File: src/rtl/data_regfile_sb.sv
// Parametrised data register file: two registered read ports, one write port,
// optional write-to-read bypass and zero register, plus a per-register pending scoreboard.
module data_regfile_sb #(
   parameter int unsigned DATA_W   = 16,
   parameter int unsigned ADDR_W   = 3,
   parameter bit          ZERO_REG = 1'b1,
   parameter bit          BYPASS   = 1'b1
) (
   input  logic                     clk,
   input  logic                     rst_n,
   input  logic                     i_we,
   input  logic [ADDR_W-1:0]        i_waddr,
   input  logic [DATA_W-1:0]        i_wdata,
   input  logic                     i_re,
   input  logic [ADDR_W-1:0]        i_raddr_a,
   input  logic [ADDR_W-1:0]        i_raddr_b,
   input  logic                     i_sb_set,
   input  logic [ADDR_W-1:0]        i_sb_addr,
   input  logic                     i_flush,
   output logic [DATA_W-1:0]        o_rdata_a,
   output logic [DATA_W-1:0]        o_rdata_b,
   output logic                     o_rvalid,
   output logic                     o_hazard,
   output logic [(2**ADDR_W)-1:0]   o_pending
);

   localparam int unsigned NUM_REGS = 2**ADDR_W;

   logic [DATA_W-1:0]   mem [NUM_REGS];
   logic [NUM_REGS-1:0] pending;
   logic [NUM_REGS-1:0] pending_nxt;

   logic                wr_en;
   logic                zero_a, zero_b;
   logic                fwd_a, fwd_b;
   logic                busy_a, busy_b;
   logic                accept;
   logic [DATA_W-1:0]   rval_a, rval_b;

   // Writes to the hard-wired zero register are dropped.
   assign wr_en  = i_we && !(ZERO_REG && (i_waddr == '0));

   assign zero_a = ZERO_REG && (i_raddr_a == '0);
   assign zero_b = ZERO_REG && (i_raddr_b == '0);
   assign fwd_a  = BYPASS && i_we && (i_waddr == i_raddr_a);
   assign fwd_b  = BYPASS && i_we && (i_waddr == i_raddr_b);

   // A pending source is released early when its write-back is being forwarded this cycle.
   assign busy_a   = pending[i_raddr_a] && !fwd_a && !zero_a;
   assign busy_b   = pending[i_raddr_b] && !fwd_b && !zero_b;
   assign o_hazard = i_re && (busy_a || busy_b);
   assign accept   = i_re && !o_hazard;

   // NOTE: every variable written in a combinational block gets a default first, so no path leaves it unassigned and no latch is inferred.
   always_comb begin
      rval_a = mem[i_raddr_a];
      if (zero_a)
         rval_a = '0;
      else if (fwd_a)
         rval_a = i_wdata;
   end

   always_comb begin
      rval_b = mem[i_raddr_b];
      if (zero_b)
         rval_b = '0;
      else if (fwd_b)
         rval_b = i_wdata;
   end

   // Flush beats reservation, reservation beats the write-back clear to the same entry.
   always_comb begin
      pending_nxt = pending;
      if (i_flush) begin
         pending_nxt = '0;
      end else begin
         if (i_we)
            pending_nxt[i_waddr] = 1'b0;
         if (i_sb_set && !(ZERO_REG && (i_sb_addr == '0)))
            pending_nxt[i_sb_addr] = 1'b1;
      end
      if (ZERO_REG)
         pending_nxt[0] = 1'b0;
   end

   // NOTE: the register array is cleared by reset because a read of an unwritten register must return zero.
   always_ff @(posedge clk or negedge rst_n) begin
      if (!rst_n) begin
         for (int i = 0; i < NUM_REGS; i++)
            mem[i] <= '0;
      end else if (wr_en) begin
         // NOTE: state is updated with non-blocking assignments so every reader in this edge sees the pre-edge value.
         mem[i_waddr] <= i_wdata;
      end
   end

   always_ff @(posedge clk or negedge rst_n) begin
      if (!rst_n)
         pending <= '0;
      else
         pending <= pending_nxt;
   end

   always_ff @(posedge clk or negedge rst_n) begin
      if (!rst_n) begin
         o_rdata_a <= '0;
         o_rdata_b <= '0;
         o_rvalid  <= 1'b0;
      end else begin
         o_rvalid <= accept;
         if (accept) begin
            o_rdata_a <= rval_a;
            o_rdata_b <= rval_b;
         end
      end
   end

   assign o_pending = pending;

endmodule

File: config.mk
export PLATFORM = sky130hd
export DESIGN_NAME = data_regfile_sb
export DESIGN_NICKNAME = d
export VERILOG_FILES = /design/src/rtl/data_regfile_sb.sv
export SDC_FILE = /design/constraint.sdc
export NUM_CORES = 1
export LEC_CHECK = 0
export CORE_MARGIN = 10
export CORE_UTILIZATION = 35
export DETAILED_ROUTE_END_ITERATION = 7
export SKIP_LAST_GASP = 1
export SYNTH_ARGS = -nofsm -noshare
export SYNTH_HDL_FRONTEND = slang
export SYNTH_SLANG_ARGS = --single-unit
File: constraint.sdc
create_clock -name clk -period 2.9 [get_ports clk]
set_input_delay 0.58 -clock clk [delete_from_list [all_inputs] [get_ports clk]]
set_output_delay 0.58 -clock clk [all_outputs]
set_load 0.01 [all_outputs]
# Word-level counts from Yosys, hierarchy flattened
# Index checks and enable logic that the tools add are counted.
[word_totals]
reg_bits = 168
elab_cells = 80
input_bits = 34
out_inout_bits = 42
[classes]
n_lt_le_gt_ge = 10
n_eq_ne = 2
bitwise_logic = 6
reduce_logical = 25
mux = 25
[op_table]
columns = ["cell", "count"]
rows = [
  ["two-way mux 16 bit", 9],
  ["bitwise mux 128 bit", 1],
  ["binary-select mux 16 bit (select 3 bit)", 2],
  ["demux 16 bit (select 3 bit)", 1],
  ["two-way mux 8 bit", 4],
  ["less-than comparator 3 x 4 -> 1 bit, second input constant", 4],
  ["logical AND 1 bit", 13],
  ["greater-or-equal comparator 4 bit, second input constant", 3],
  ["logical NOT 3 bit", 4],
  ["inverter 3 -> 4 bit", 3],
  ["AND 8 bit", 1],
  ["inverter 8 bit", 1],
  ["OR 8 bit", 1],
  ["logical NOT 1 bit", 7],
  ["binary-select mux 1 bit (select 3 bit)", 2],
  ["demux 1 bit (select 3 bit)", 2],
  ["== test 3 bit", 2],
  ["greater-or-equal comparator 3 x 1 -> 1 bit, second input constant", 2],
  ["less-than comparator 4 x 1 -> 1 bit, second input constant", 1],
  ["two-way mux 1 bit", 4],
  ["logical OR 1 bit", 1],
]

# Depth between registers and ports, before layout
[logic_depth]
word_depth = 11
depth_mapped = 8
depth_no_buf = 5

# Least setup slack after synthesis
# Ideal clock, no wire load.
[synth_timing]
path_type = "input to output"
from = "input port i_raddr_b[2]"
to = "output port o_hazard"
n_path_buf = 2
path_slack_ps = 738
required_time_ps = 2320
arrival_time_ps = 1582
path_stages = 6
cell_sequence = "buf_6 > buf_2 > a21oi_1 > a31oi_1 > o2111ai_1 > a21boi_0"
[synth_via]
elab_chain_cells = 7
word_cells_on_any_way = 11
cone_classes = "eq/ne (1); mux (2); reduce/logical (8)"
[synth_lines]
columns = ["element", "line_no", "source"]
rows = [
  ["from (decl)", "16", "input logic [ADDR_W-1:0] i_raddr_b,"],
  ["parallel branches: the longest is 4 deep, another holds binary-select mux 1 bit (select 3 bit)", "n/a", ""],
  ["logical AND 1 bit *", "50", "assign busy_b = pending[i_raddr_b] && !fwd_b && !zero_b;"],
  ["logical OR 1 bit *", "51", "assign o_hazard = i_re && (busy_a || busy_b);"],
  ["logical AND 1 bit *", "51", ""],
  ["to (decl)", "23", "output logic o_hazard,"],
]
# Every way passes the cells marked *. The select of a mux whose other input is x is not followed.

# Worst setup path in the final report
[layout_timing]
from = "input port i_raddr_a[1]"
to = "output port o_hazard"
[layout_via]
elab_chain_cells = 7
word_cells_on_any_way = 11
cone_classes = "eq/ne (1); mux (2); reduce/logical (8)"
[layout_lines]
columns = ["element", "line_no", "source"]
rows = [
  ["from (decl)", "15", "input logic [ADDR_W-1:0] i_raddr_a,"],
  ["parallel branches: the longest is 4 deep, another holds binary-select mux 1 bit (select 3 bit)", "n/a", ""],
  ["logical AND 1 bit *", "49", "assign busy_a = pending[i_raddr_a] && !fwd_a && !zero_a;"],
  ["logical OR 1 bit *", "51", ""],
  ["logical AND 1 bit *", "51", ""],
]
# Marks and branches as above.

==> metrics.csv <==
metric,value,unit
CTS tree,done,
Final Slew Violations,0,
Synth area leaders,"dfrtp_1 (49%), mux4_2 (17%), mux2_2 (15%)",
status,"complete, no violations",
clock transition at the register clock pins on the worst setup and hold paths after CTS,0.07,ns
Tcrit/Tclk final,93.5,%
half-perimeter wire length of the detailed placement result,14500,um
worst slew margin relative to its limit,39.6,%
number of global-route vias before repair,5951,
gr ovfl total,0,
Iter 0 DRT Violations,313,
proportion of synthesized flip-flops having asynchronous set or reset,100,%
number of search-and-repair iterations in the first detailed-routing pass,4,
number of clock sinks seen by CTS,168,
Setup CP Type,input pin to output pin,
post-synthesis net count,637,
worst setup margin,0.188,ns
Unique masters post-synth,36,
starting utilization of the core area,35.4,%
fin util,43.0,%
slew at the pin closest to its max-slew limit,0.902,ns
CTS H-tree lvls,4,
top post-synthesis cells by count,"dfrtp_1 (168), mux2_2 (112), mux4_2 (64), a21oi_1 (38)",
critical-path cell with the highest stage delay,clkdlybuf4s50_1,
pre-CTS setup slack,-0.242,ns
Gate Count Post-Synth,603,
die width,176,um
aggregate negative setup slack,0,ns
number of synthesized flops with an enable pin,0,
count of maximum capacitance violations,0,
number of antenna repair diodes,0,
Total Routing Usage GR,15.1,%
Post-synth top flop,dfrtp_1,
max incr delay on CP,0.59,ns
area occupied by multi-input gates,4060,um2
final layout net count,703,
number of vias per cell after detailed routing,5.43,
Port Buffer Count,74,
crit path capture type,output pin,
Top Ports,76,
number of failing setup endpoints in the final timing report,0,
RSZ-0062 raised after global routing,no,
CP Launch Type,input pin,
area of the core region,24200,um2
Worst Path Required,2.32,ns
height of the die,176,um
largest net degree at the start of global routing,69,
critical path data arrival time,2.13,ns
final weighted congestion in routability-driven placement,0.820,
DRC Markers,0,
Yosys warnings,0,
Fill cells,2174,
"Hold Vio Cnt, Final",0,
Clock Latency Late Sink,0.43,ns
CTS buffer count,17,
row cnt,57,
sequential cell area,4200,um2
ratio of total power to cell area,707,nW/um2
sequence of cells on the critical path,"clkdlybuf4s50_1, nor2b_1, a221o_1, nand4_1, a21boi_0, dlygate4sd2_1",
share of the synthesized area in the top cell type,49.1,%
post-route clock skew,0.0101,ns
first-pass GRT wire length,35900,um
mean instance size in the synthesized netlist,14.2,um2
library cell with the highest instance count after synthesis,dfrtp_1,
post-layout minimum cycle time,2.71,ns
Post-Synthesis Cell Area,8570,um2
clock root cell,clkbuf_16,
routed via count,5463,
hold-fix buffer count after cts,0,
static leakage,4.35,nW
Total Wirelength,23000,um
area added between synthesis and finish,21.3,%
maximum ir drop on the vdd rail,0.347,mV
fraction of final layout cells sized beyond drive strength 1,36.8,%
Hold Crit Class,input pin to async pin,
final cell area excluding filler cells,10400,um2
Max clock buf depth,2,
peak fanout along the critical path,6,
antenna violation net count after detailed routing,0,
Synth Register Bits,168,
top achievable clock speed,369,MHz
placed cell areas,9770,um2
Power Total,7.35,mW
sequential element share of the synthesized area,49.1,%
Die Footprint,31100,um2
initial antenna violation count,0,
Avg WL per Cell,22.8,um
cell accounting for the most synthesized area,dfrtp_1,
[path summary, 6_finish.rpt]
| kind | to | startpoint | slack [ns] | depth (start not counted) |
|---|---|---|---|---|
| max | o_hazard | i_raddr_a[1] | 0.19 | 6 |
| min | mem[126] | rst_n | 0.16 | 1 |
| max reg2reg | o_rdata_a[12] | o_pending[5] | 0.57 | 5 |
| min reg2reg | mem[115] | mem[115] | 0.40 | 0 |
| max in group asynchronous | mem[45] | rst_n | 1.98 | 2 |
| min in group clk | mem[115] | mem[115] | 0.40 | 0 |
[metal layers]
metal | vias up | track usage [%] | part of all wire (%)
met1 | 2886 | 18.5 | 41
met4 | 0 | 3.96 | 1.1
met2 | 133 | 26.3 | 52
li1 | 2420 | - | -
met3 | 24 | 3.25 | 5.5
met5 | - | 0 | 0
[layout make-up]
type	instances	area share, %
clock buffers	20	4.40
clock inverters	12	1.59
inverters	2	0.0723
multi-input cells	370	39.1
flip-flops and latches	168	40.5
well taps	324	3.90
repair buffers	110	10.5
[report_power, final]
part / switching, mW / internal, mW / leakage, nW
sequential: 0.351 / 2.83 / 2.09
clock: 0.984 / 1.42 / 0.294
combinational: 0.678 / 1.09 / 1.97
[registers in the layout, indices dropped and copies added (netlist names)]
signal	flops
mem	128
o_rdata_a	16
o_rvalid	1
o_pending	7
o_rdata_b	16
[through the flow]
step | hold slack, ns | instances
finish | 0.162 | 1006
global placement | 0.378 | 974
CTS | 0.184 | 1006
floorplan | 0.284 | 603
global route | 0.197 | 1006
detailed placement | 0.384 | 974
[layout by cell type, fill, tap and decap left out, types with 4 or more instances in the layout]
cell type and instances:
clkdlybuf4s50_1 68, inv_6 4, nand3_1 6, buf_4 29, mux2i_1 34, xnor2_1 6, buf_12 7, nand2_1 4
mux4_2 64, nor2_1 36, a22o_1 32, nor2b_1 7, nand4_1 5, dfrtp_1 168, clkbuf_16 17, mux2_2 112
a21oi_1 38
[cell families (layout without fill, tap and decap cells)]
kind of cell	after synthesis	after routing	synth area share, %
AOI/OAI and AO/OA	82	82	6.69
DFF	168	168	49.1
other	1	1	0.0438
buffers and inverters	65	144	3.54
and+or+nand+nor	69	69	4.21
xor gates and xnor gates	6	6	0.613
muxes	212	212	35.8
[timing repair]
| item | CTS | global route |
|---|---|---|
| endpoints found under the hold margin | 0 | 0 |
| pin swaps | 0 | 0 |
| gates resized for setup | 2 | 1 |
| endpoints found under the setup margin | 1 | 1 |
| buffers inserted | 0 | 0 |
[worst max-delay path: cells and delay by family]
kind	cells	cell delay [ns]
buffers and inverters	2	0.89
and+or+nand+nor	2	0.20
AOI/OAI and AO/OA	2	0.46
(Power assumes the default switching activity.)
